## src/rtl/game_pkg.sv

```systemverilog
// Shared types for the game command sequencer.
// Command bundle, counter modes and sequencer states.
package game_pkg;

    localparam int SIZE    = 4;
    localparam int DWELL_W = 8;

    typedef enum logic [1:0] {
        UP1 = 2'b00,
        UP2 = 2'b01,
        DN1 = 2'b10,
        DN2 = 2'b11
    } game_mode_e;

    typedef struct packed {
        game_mode_e         mode;
        logic               load;
        logic [SIZE-1:0]    value;
        logic [DWELL_W-1:0] dwell;
    } game_cmd_t;

    typedef enum logic [1:0] {
        IDLE = 2'b00,
        RUN  = 2'b01,
        OVER = 2'b10
    } seq_state_e;

endpackage

```

## src/rtl/game_cmd_fifo.sv

```systemverilog
// Synchronous command FIFO with flush.
// Flush wins over push/pop in the same cycle.
import game_pkg::*;

module game_cmd_fifo #(
    parameter int DEPTH = 8,
    localparam int AW = $clog2(DEPTH),
    localparam int LW = AW + 1
) (
    input  logic          clk,
    input  logic          reset,
    input  logic          push,
    input  logic          pop,
    input  logic          flush,
    input  game_cmd_t     din,
    output game_cmd_t     dout,
    output logic          full,
    output logic          empty,
    output logic [LW-1:0] level
);

    game_cmd_t     mem [DEPTH];
    logic [AW-1:0] wr_ptr;
    logic [AW-1:0] rd_ptr;
    logic          do_push;
    logic          do_pop;

    assign full    = (level == LW'(DEPTH));
    assign empty   = (level == '0);
    assign do_push = push && !full && !flush;
    assign do_pop  = pop && !empty && !flush;
    assign dout    = mem[rd_ptr];

    // Storage array; contents need no reset, level gates validity.
    always_ff @(posedge clk) begin
        if (do_push) begin
            mem[wr_ptr] <= din;
        end
    end

    // Pointers wrap naturally at the power-of-two depth.
    always_ff @(posedge clk or negedge reset) begin
        if (!reset) begin
            wr_ptr <= '0;
            rd_ptr <= '0;
            level  <= '0;
        end else if (flush) begin
            wr_ptr <= '0;
            rd_ptr <= '0;
            level  <= '0;
        end else begin
            if (do_push) begin
                wr_ptr <= wr_ptr + AW'(1);
            end
            if (do_pop) begin
                rd_ptr <= rd_ptr + AW'(1);
            end
            unique case ({do_push, do_pop})
                2'b10:   level <= level + LW'(1);
                2'b01:   level <= level - LW'(1);
                default: level <= level;
            endcase
        end
    end

endmodule

```

## src/rtl/game_cmd_sequencer.sv

```systemverilog
// Feeds queued host commands to the game counter stage.
// Each command is held for its dwell time; GAMEOVER flushes.
import game_pkg::*;

module game_cmd_sequencer #(
    parameter int DEPTH = 8,
    localparam int LW = $clog2(DEPTH) + 1
) (
    input  logic               clk,
    input  logic               reset,
    input  logic               cmd_valid,
    output logic               cmd_ready,
    input  logic [1:0]         cmd_mode,
    input  logic               cmd_load,
    input  logic [SIZE-1:0]    cmd_value,
    input  logic [DWELL_W-1:0] cmd_dwell,
    input  logic               GAMEOVER,
    output logic [1:0]         control,
    output logic [SIZE-1:0]    INIT_l,
    output logic               INIT_c,
    output logic               busy,
    output logic [LW-1:0]      fifo_level
);

    seq_state_e         state;
    seq_state_e         next_state;
    logic [DWELL_W-1:0] dwell_cnt;
    logic               pop;
    logic               push;
    logic               full;
    logic               empty;
    game_cmd_t          din;
    game_cmd_t          head;

    assign din.mode  = game_mode_e'(cmd_mode);
    assign din.load  = cmd_load;
    assign din.value = cmd_value;
    assign din.dwell = cmd_dwell;

    assign cmd_ready = !full && (state != OVER);
    assign push      = cmd_valid && cmd_ready && !GAMEOVER;
    assign busy      = (state == RUN);

    game_cmd_fifo #(
        .DEPTH(DEPTH)
    ) u_fifo (
        .clk  (clk),
        .reset(reset),
        .push (push),
        .pop  (pop),
        .flush(GAMEOVER),
        .din  (din),
        .dout (head),
        .full (full),
        .empty(empty),
        .level(fifo_level)
    );

    // State register.
    always_ff @(posedge clk or negedge reset) begin
        if (!reset) begin
            state <= IDLE;
        end else begin
            state <= next_state;
        end
    end

    // Next state and pop decision; GAMEOVER overrides everything.
    always_comb begin
        next_state = state;
        pop        = 1'b0;
        unique case (state)
            IDLE: begin
                if (GAMEOVER) begin
                    next_state = OVER;
                end else if (!empty) begin
                    pop        = 1'b1;
                    next_state = RUN;
                end
            end
            RUN: begin
                if (GAMEOVER) begin
                    next_state = OVER;
                end else if (dwell_cnt <= DWELL_W'(1)) begin
                    if (!empty) begin
                        pop = 1'b1;
                    end else begin
                        next_state = IDLE;
                    end
                end
            end
            OVER: begin
                if (!GAMEOVER) begin
                    next_state = IDLE;
                end
            end
            default: next_state = IDLE;
        endcase
    end

    // Output registers and dwell countdown; a zero dwell runs one cycle.
    always_ff @(posedge clk or negedge reset) begin
        if (!reset) begin
            control   <= UP1;
            INIT_l    <= '0;
            INIT_c    <= 1'b0;
            dwell_cnt <= '0;
        end else begin
            INIT_c <= 1'b0;
            if (pop) begin
                control   <= head.mode;
                INIT_l    <= head.value;
                INIT_c    <= head.load;
                dwell_cnt <= (head.dwell == '0) ? DWELL_W'(1) : head.dwell;
            end else if (next_state == RUN) begin
                dwell_cnt <= dwell_cnt - DWELL_W'(1);
            end else begin
                dwell_cnt <= '0;
            end
        end
    end

endmodule

```

## config.mk

```make
export PLATFORM = sky130hd
export DESIGN_NAME = game_cmd_sequencer
export DESIGN_NICKNAME = d
export VERILOG_FILES = /design/src/rtl/game_pkg.sv /design/src/rtl/game_cmd_fifo.sv /design/src/rtl/game_cmd_sequencer.sv
export SDC_FILE = /design/constraint.sdc
export NUM_CORES = 1
export LEC_CHECK = 0
export CORE_ASPECT_RATIO = 1.25
export CORE_MARGIN = 4
export CORE_UTILIZATION = 35
export CTS_CLUSTER_DIAMETER = 150
export CTS_CLUSTER_SIZE = 14
export DETAILED_ROUTE_END_ITERATION = 10
export PLACE_DENSITY_LB_ADDON = 0.15
export SETUP_SLACK_MARGIN = 0.05
export SLEW_MARGIN = 10
export SYNTH_ARGS = -nofsm -noshare
export SYNTH_HDL_FRONTEND = slang
export SYNTH_SLANG_ARGS = --single-unit
export TNS_END_PERCENT = 10
```

## constraint.sdc

```tcl
create_clock -name clk -period 3.7 [get_ports clk]
set_clock_uncertainty 0.15 [all_clocks]
set_input_delay 0.74 -clock clk [delete_from_list [all_inputs] [get_ports clk]]
set_output_delay 0.74 -clock clk [all_outputs]
set_load 0.01 [all_outputs]
```

# Word-level counts from Yosys, hierarchy flattened
# Memories as Yosys holds them, arrays and structs flattened.
# Cells that the tools add are included.
# totals
elab_cells,62
output_inout_bits,13
ramBits,120
n_memories,1
register_bits,27
# classes
magnitude_cmp,1
addsub,5
n_reduce_logical,16
mux,24
n_eq_ne,7
# mem_list
name,depth,word_bits,read_ports,rd_clocked_by_memory_dff,write_ports,line_no,text
u_fifo.mem,8,15,1,0,1,game_cmd_fifo.sv:22,game_cmd_t mem [DEPTH];
# ops
operator,n
two-way mux 8 bit,3
two-way mux 2 bit,6
two-way mux 3 bit,4
less-or-equal comparator 8 x 1 -> 1 bit (second input constant),1
logical NOT 8 bit,1
one-hot mux 4 bit (2 select lines),1
subtractor 8 x 1 -> 8 bit (second input constant),1
logical AND 1 bit,7
two-way mux 1 bit,7
adder 3 x 1 -> 3 bit (second input constant),2
== test 2 x 1 -> 1 bit (second input constant),3
one-hot mux 2 bit (3 select lines),1
adder 4 x 1 -> 4 bit (second input constant),1
== test 2 bit (second input constant),2
== test 4 bit (second input constant),1
logical NOT 4 bit,1
two-way mux 4 bit,1
nonzero test 2 bit,2
subtractor 4 x 1 -> 4 bit (second input constant),1
logical NOT 1 bit,3
nonzero test 3 bit,1
logical NOT 2 bit,1
!= test 2 bit (second input constant),1
one-hot mux 1 bit (2 select lines),1

# Depth between registers and ports, before layout
# Gate-level depths: netlist of run 1.
# depth
word_depth,10
depth_mapped,11
mapped_depth_nobuf,11

# Hierarchy
# From an unflattened synthesis of run 1, not the netlist that was laid out.
# hier_totals
hier_cells,316
area_unflattened_um2,6012.0
# by_module_without_submodules
mod,instances,area_each_um2,seq_area_each_um2,cells_per_inst
game_cmd_fifo,1,5206.2,3853.7,250
game_cmd_sequencer,1,805.8,425.4,66

# Worst setup path after synthesis of run 1
# Ideal clock, no wire load.
# synth_path
kind,flip-flop to flip-flop
from,reg u_fifo.level[1]
to,"mem u_fifo.mem[4][0] in the netlist's numbering, enable pin"
stages_incl_launch_ff,7
synth_period_minus_slack_ns,3.421
t_arrival_ns,2.845
setup_slack_ns,0.279
t_required_ns,3.124
n_path_buf,2
setup_time_ns,0.426
path_cell_list,dfrtp_1 -> clkbuf_1 -> or4b_1 -> and3_1 -> clkbuf_1 -> nand2_1 -> nor4_1
# synth_via
elab_chain_cells,9
# synth_lines
item,line_no,text
"start, declared",game_cmd_fifo.sv:19,output logic [LW-1:0] level
"start signal, assigned",game_cmd_fifo.sv:59,2'b10: level <= level + LW'(1);
"start signal, assigned",game_cmd_fifo.sv:60,2'b01: level <= level - LW'(1);
"start signal, assigned",game_cmd_fifo.sv:61,default: level <= level;
== test 4 bit (*),game_cmd_fifo.sv:28,assign full = (level == LW'(DEPTH));
logical NOT 1 bit (*),"game_cmd_fifo.sv:30, game_cmd_sequencer.sv:40",
logical AND 1 bit,game_cmd_sequencer.sv:40,assign cmd_ready = !full && (state != OVER);
logical AND 1 bit (2 in a row),game_cmd_sequencer.sv:41,assign push = cmd_valid && cmd_ready && !GAMEOVER;
logical AND 1 bit (*) (2 in a row),game_cmd_fifo.sv:30,assign do_push = push && !full && !flush;
two-way mux 1 bit (*),game_cmd_fifo.sv:36,if (do_push) begin
two-way mux 1 bit (not written as such) (*),game_cmd_fifo.sv:37,mem[wr_ptr] <= din;
"end, declared",game_cmd_fifo.sv:22,
# Mark *: on every way between the ends. The rest lies on a longest branch, timed or not.

# Worst setup path in the final report of run 1
# layout_path
from,reg u_fifo.level[1]
to,out cmd_ready
# layout_via
elab_chain_cells,3
# layout_lines
item,line_no,text
== test 4 bit,game_cmd_fifo.sv:28,
logical NOT 1 bit,game_cmd_sequencer.sv:40,
logical AND 1 bit,game_cmd_sequencer.sv:40,
"end, declared",game_cmd_sequencer.sv:12,"output logic cmd_ready,"
# Every way passes these cells.

==> impl_metrics.tcl, run 1 <==
set metrics [dict create \
    run_status "complete, no violations" \
    wl_met2_um 5820 \
    yosysWarnings 0 \
    clock_path_buffers 2 \
    cts_resized 0 \
    start_kind "flop" \
    diodes 0 \
    track_usage_pct 13.3 \
    place.gp.congestion 0.751 \
    crit_type "reg2out" \
    grt_pass1_vias 3298 \
    top_layer_used "met4" \
    initial_core_util_pct 35.5 \
    clk_pin_slew_ns 0.06 \
    cts_root_buf "clkbuf_16" \
    clk_latency_ns 0.42 \
    power_density_nw_per_um2 650 \
    cp-endpoint "cmd_ready" \
    final_core_util_pct 43.2 \
    cts.sink_count 147 \
    grt_start_max_net_pins 33 \
    reg2regPathDepth 9 \
    post-place-ws_ns 0.465 \
    combPwrFrac_pct 19.6 \
    h-tree-depth 4 \
    internal_power_mw 3.50 \
    crit_start "u_fifo.level[1]$_DFFE_PN0P_" \
    max_freq_mhz 332 \
    die_area_um2 19100 \
    max-slew-margin-rel_pct 37.2 \
    fp.dieW_um 125 \
    critPathBufInv 1 \
    cts_tree "yes" \
    port_buffers 31 \
    holdCritPathClass "reg2reg" \
    synth.distinct_cells 43 \
    worstPathCellList "or4b_1 > and2_1 > clkdlybuf4s50_1" \
    cap_violations 0 \
    avgSynthCellArea_um2 18.5 \
    critical_path_arrival_ns 2.12 \
    p_sw_share_pct 25.4 \
    wl_met3_um 364 \
    nNetsFinal 398 \
    cpPeakStageDelay_ns 0.59 \
    min_period_over_period_pct 81.5 \
    syn_area_um2 5940 \
    syn_inst 321 \
    post_route_cells_drive_above_1_share_pct 21.8 \
    ys_ff_latch 147 \
    grt_antenna_before_repair 0 \
    tns_ns 0 \
    ant_nets 0 \
    drt_iter0_drc 142 \
    synth_seq_area_share_pct 72.0 \
    hold_buffers 0 \
    synth_fp_nets 346 \
    synth_edf_count 120 \
    cp-end-kind "primary output" \
    routed-via-count 3024 \
    final_area_um2 7220 \
    rsz0062_at_grt "no" \
    timing.hold.ws_ns 0.339 \
    wl_um 11700 \
    switching_power_mw 1.19 \
    die_height_um 154 \
    period_minus_slack_ns 3.01 \
    p_seq_share_pct 43.3 \
    first_pass_iters 4 \
    post_cts_buffers 0 \
    async_reset_ff_share_pct 18.4 \
    crit_cells 3 \
    grt_pass1_wl_um 19100 \
    tightest_slew_ns 0.942 \
    setup_violations 0 \
    drt-met1-wl_um 5340 \
    cp_top_family "simple AND/OR/NAND/NOR gates" \
    grt_overflow 0 \
    synth_ff_type "edfxtp_1" \
    leakagePower_nw 2.43 \
    cp_slowest_cell "or4b_1" \
    r2r-start "dwell_cnt[4]$_DFF_PN0_" \
    final_cell_mix "edfxtp_1 (120), clkdlybuf4s50_1 (31), mux4_2 (30), dfrtp_1 (27)" \
    drc_errors 0 \
    postPlaceCellArea_um2 6620 \
    n_fill_cell 1492 \
    critPathRequiredTime_ns 2.81 \
    ios 32 \
    vdd_drop_max_mv 0.302 \
    drv_slew 0 \
    mostFrequentLayoutCell "edfxtp_1" \
    r2r-end "u_fifo.level[3]$_DFFE_PN0P_" \
    fp.coreArea_um2 16700 \
    rrSetupSlack_ns 0.85 \
    wl_per_cell_um 19.3 \
    rows 53 \
    hold_violations 0 \
    hpwlAfterDp_um 6900 \
    cts_made_buffers 17 \
    viasPerCell 4.99 \
    area_delta_synth_final_pct 21.6 \
    critPathMaxFanout 9 \
    clkPwrFrac_pct 37.1 \
    finalWorstSetupSlack_ns 0.686 \
    min_from "INIT_l[3]$_DFFE_PN0N_" \
]
stage by stage:
step | power (mW) | cells
6_report | 4.69 | 606
5_1_grt | 4.93 | 606
4_1_cts | 4.75 | 606
3_5_place_dp | 3.01 | 574
3_3_place_gp | 3.00 | 574
2_1_floorplan | 2.66 | 321
worst min-delay path by stage:
stage	slack [ns]	endpoint	depth (start not counted)
after global placement	0.32	INIT_l[3]$_DFFE_PN0N_	2
final	0.34	INIT_l[3]$_DFFE_PN0N_	2
after floorplan	0.29	INIT_c$_DFF_PN0_	0
after CTS	0.35	INIT_l[3]$_DFFE_PN0N_	2
after global routing	0.37	INIT_l[2]$_DFFE_PN0N_	2
after detailed placement	0.33	INIT_l[3]$_DFFE_PN0N_	2
synthesized netlist by cell type, drive strengths merged (2+ instances only):
cell | number | share of area [%]
edfxtp | 120 | 61
mux4 | 30 | 11
dfrtp | 27 | 11
mux2i | 17 | 2.9
nor2 | 17 | 1.1
nand2 | 15 | 1.1
xnor2 | 8 | 1.5
buf | 7 | 0.51
clkbuf | 7 | 0.44
ha | 6 | 1.3
o21ai | 6 | 0.51
a21oi | 5 | 0.42
nand3 | 5 | 0.51
nor3 | 5 | 0.42
o22ai | 5 | 0.53
xor2 | 5 | 0.74
inv | 4 | 0.25
nand2b | 4 | 0.42
nor4 | 4 | 0.42
nor2b | 3 | 0.32
o32ai | 3 | 0.44
mux2 | 2 | 0.38
o21a | 2 | 0.25
kinds of logic after synthesis:
logic type / after synthesis / share of synthesized area, %
simple gates: 62 / 5.44
mux: 49 / 14.6
xor+xnor: 13 / 2.23
fa+ha+maj: 6 / 1.26
flops: 147 / 72.0
compound gates: 26 / 3.20
buf+inv: 18 / 1.20
layer usage:
metal	GRT usage, %	vias to the layer above
li1	-	1381
met1	17.1	1583
met2	21.4	43
met3	3.75	17
met4	5.33	0
met5	0	-
area by class of cell:
cell class	instances	area (µm²)	area share, %
inverter	4	15.0	0.208
clock inverter	13	165	2.29
clock buffer	19	433	6.00
tap	220	275	3.81
timing repair buffer	47	430	5.96
multi-input combinational	156	1620	22.5
sequential	147	4280	59.3
worst min-delay path: cells and delay by family (launching register included):
family	cells	cell delay (ns)
AO/OA/AOI/OAI	1	0.06
flip-flops	1	0.35
AND/OR/NAND/NOR	1	0.05
flip-flops by register name, summed over array words and instances, names as in the netlist:
name	count
u_fifo.level	4
u_fifo.wr_ptr	3
INIT_l	4
INIT_c	1
control	2
u_fifo.mem	120
dwell_cnt	8
u_fifo.rd_ptr	3
state	2
power by group through the flow:
stage	registers, mW	logic [mW]	clock network (mW)
3_3_place_gp	2.06	0.936	0
4_1_cts	2.04	0.941	1.78
3_5_place_dp	2.07	0.937	0
5_1_grt	2.05	1.02	1.86
2_1_floorplan	2.04	0.628	0
6_report	2.03	0.920	1.74
No activity file was read; power rests on OpenSTA's default activity.
==> inputs of run 2 (changes only) <==
Clock period 3.7 ns to 2.5 ns, I/O delays scaled along.
==> run 2 against run 1 <==
Against the previous run: the run now ends with negative setup slack left; first-iteration DRC count increased by 37%; register-to-register slack worse by 1.0 ns; non-clock buffer count up 25; critical path depth rose by 7; critical path type is now reg2reg; largest cell class unchanged; largest power group unchanged.
==> impl_metrics.tcl, run 2 (same netlist as run 1, synthesis figures left out) <==
set metrics [dict create \
    h-tree-depth 4 \
    dp_cells 599 \
    max_freq_mhz 377 \
    grt_overflow 0 \
    wl_met3_um 316 \
    critPathMaxFanout 2 \
    min_period_over_period_pct 106 \
    fp.coreArea_um2 16700 \
    clk_latency_ns 0.42 \
    ios 32 \
    mostFrequentLayoutCell "edfxtp_1" \
    drt_iter0_drc 195 \
    finalWorstSetupSlack_ns -0.150 \
    cp-end-kind "flop" \
    reg2regPathDepth 10 \
    viasPerCell 5.07 \
    initial_core_util_pct 35.5 \
    rows 53 \
    routed-via-count 3198 \
    switching_power_mw 1.92 \
    tns_ns -0.288 \
    setup_violations 2 \
    die_height_um 154 \
    combPwrFrac_pct 23.3 \
    leakagePower_nw 2.59 \
    first_pass_iters 4 \
    wl_per_cell_um 19.8 \
    violations "negative setup slack" \
    crit_start "dwell_cnt[5]$_DFF_PN0_" \
    cts_tree "yes" \
    start_kind "flop" \
    worstPathCellList "or4_4 > o41ai_4 > nand2_4 > nor2_4 > buf_4 > xor2_1 > ha_1 > a41o_1 > a21oi_1 > o221a_1" \
    place.gp.congestion 0.802 \
    crit_type "reg2reg" \
    top_regs "u_fifo.mem x120, dwell_cnt x8" \
    die_area_um2 19100 \
    tightest_slew_ns 0.450 \
    cpPeakStageDelay_ns 0.55 \
    fp.dieW_um 125 \
    clk_pin_slew_ns 0.06 \
    layout.cells.non_filler 631 \
    top_layer_used "met4" \
    diodes 0 \
    area_delta_synth_final_pct 27.5 \
    ant_nets 0 \
    max-slew-margin-rel_pct 70.0 \
    rrSetupSlack_ns -0.15 \
    drt-met1-wl_um 5500 \
    drv_slew 0 \
    nNetsFinal 423 \
    grt_pass1_vias 3408 \
    holdCritPathClass "in2async" \
    cp-endpoint "u_fifo.level[2]$_DFFE_PN0P_" \
    drc_errors 0 \
    cap_violations 0 \
    power_density_nw_per_um2 953 \
    rsz0062_at_grt "yes" \
    critical_path_arrival_ns 2.80 \
    largest_reg_flops 120 \
    cts_made_buffers 17 \
    post_route_cells_drive_above_1_share_pct 28.5 \
    vdd_drop_max_mv 0.411 \
    cts_root_buf "clkbuf_16" \
    post_cts_buffers 0 \
    cts.sink_count 147 \
    final_cell_mix "edfxtp_1 (120), buf_4 (31), mux4_2 (30), clkdlybuf4s50_1 (30), dfrtp_1 (27)" \
    wl_um 12500 \
    critPathRequiredTime_ns 2.65 \
    clkPwrFrac_pct 35.8 \
    r2r-start "dwell_cnt[5]$_DFF_PN0_" \
    r2r-end "u_fifo.level[2]$_DFFE_PN0P_" \
    hold_violations 0 \
    grt_antenna_before_repair 0 \
    track_usage_pct 13.7 \
    period_minus_slack_ns 2.65 \
    grt_pass1_wl_um 19500 \
    wl_met2_um 6390 \
    run_status "finished, violations left" \
    largest-register "u_fifo.mem" \
    n_fill_cell 1496 \
    internal_power_mw 5.30 \
    clock_path_buffers 2 \
    hpwlAfterDp_um 7470 \
    p_seq_share_pct 40.9 \
    cp_slowest_cell "or4_4" \
    grt_start_max_net_pins 33 \
    p_sw_share_pct 26.6 \
    port_buffers 31 \
]
## run 2: cell types whose count changed in the layout (fill, tap and decap cells not counted), moves of 2 or more
cell,change
buf_12,+9
buf_4,+15
clkbuf_1,-2
clkinv_1,-3
clkinv_4,+2
inv_6,+4
nor4_2,-2
nor4_4,+2
## run 2: worst min path at each step
stage	slack, ns	cells past startpoint	endpoint	start
5_1_grt	0.36	2	INIT_l[2]$_DFFE_PN0N_	INIT_l[2]$_DFFE_PN0N_
6_report	0.33	2	dwell_cnt[7]$_DFF_PN0_	reset
3_3_place_gp	0.32	2	INIT_l[1]$_DFFE_PN0N_	INIT_l[1]$_DFFE_PN0N_
4_1_cts	0.34	2	dwell_cnt[3]$_DFF_PN0_	reset
2_1_floorplan	0.05	0	INIT_c$_DFF_PN0_	reset
3_5_place_dp	0.33	2	control[1]$_DFFE_PN0N_	control[1]$_DFFE_PN0N_
## run 2: layout make-up
class	count	area, µm²	share of cell area [%]
sequential	147	4280	56.5
tap	220	275	3.63
clock inverter	15	179	2.36
multi-input combinational	156	1670	22.1
timing repair buffer	72	729	9.63
inverter	4	15.0	0.198
clock buffer	17	425	5.62
## run 2: what timing repair did
action / 4_1_cts / 5_1_grt
setup endpoints to repair: 3 / 5
hold buffers: 0 / 0
gates resized for setup: 5 / 1
pin swaps: 1 / 1
endpoints found under the hold margin: 0 / 0
## run 2: through the flow
stage | hold slack [ns] | worst slack, ns | instance area, µm² | power, mW | util, %
6_report | 0.329 | -0.150 | 7570 | 7.22 | 45.3
5_1_grt | 0.365 | -0.283 | 7570 | 7.56 | 45.3
4_1_cts | 0.341 | -0.159 | 7570 | 7.30 | 45.3
3_5_place_dp | 0.329 | -0.270 | 6970 | 4.70 | 41.7
3_3_place_gp | 0.321 | -0.230 | 6970 | 4.68 | 41.7
2_1_floorplan | 0.0544 | -0.344 | 5990 | 3.97 | -
## run 2: worst max-delay path: cells and delay by family (launching register included)
family	cells	cell delay, ns
AO/OA/AOI/OAI	4	0.75
buffers and inverters	1	0.12
AND/OR/NAND/NOR	3	0.78
flip-flops	1	0.38
XOR/XNOR	1	0.15
adder cells (fa/ha/maj)	1	0.20
## run 2: metal layers
metal  global-route usage, %  vias up
met5                       0        -
met4                    6.11        0
met3                    3.06       19
met2                    22.8       53
met1                    17.2     1690
li1                        -     1436
## run 2: power by group through the flow
stage / combinational (mW) / clock [mW] / sequential [mW]
global route: 1.84 / 2.75 / 2.97
CTS: 1.70 / 2.64 / 2.96
global placement: 1.68 / 0 / 3.00
detailed placement: 1.70 / 0 / 3.00
finish: 1.68 / 2.58 / 2.95
floorplan: 0.948 / 0 / 3.02
==> inputs of run 3 (changes only) <==
Settings changed: GPL_ROUTABILITY_DRIVEN set to 0.
==> results of run 3 <==
Same layout as run 2: the final DEF is identical, and so are final timing and power.
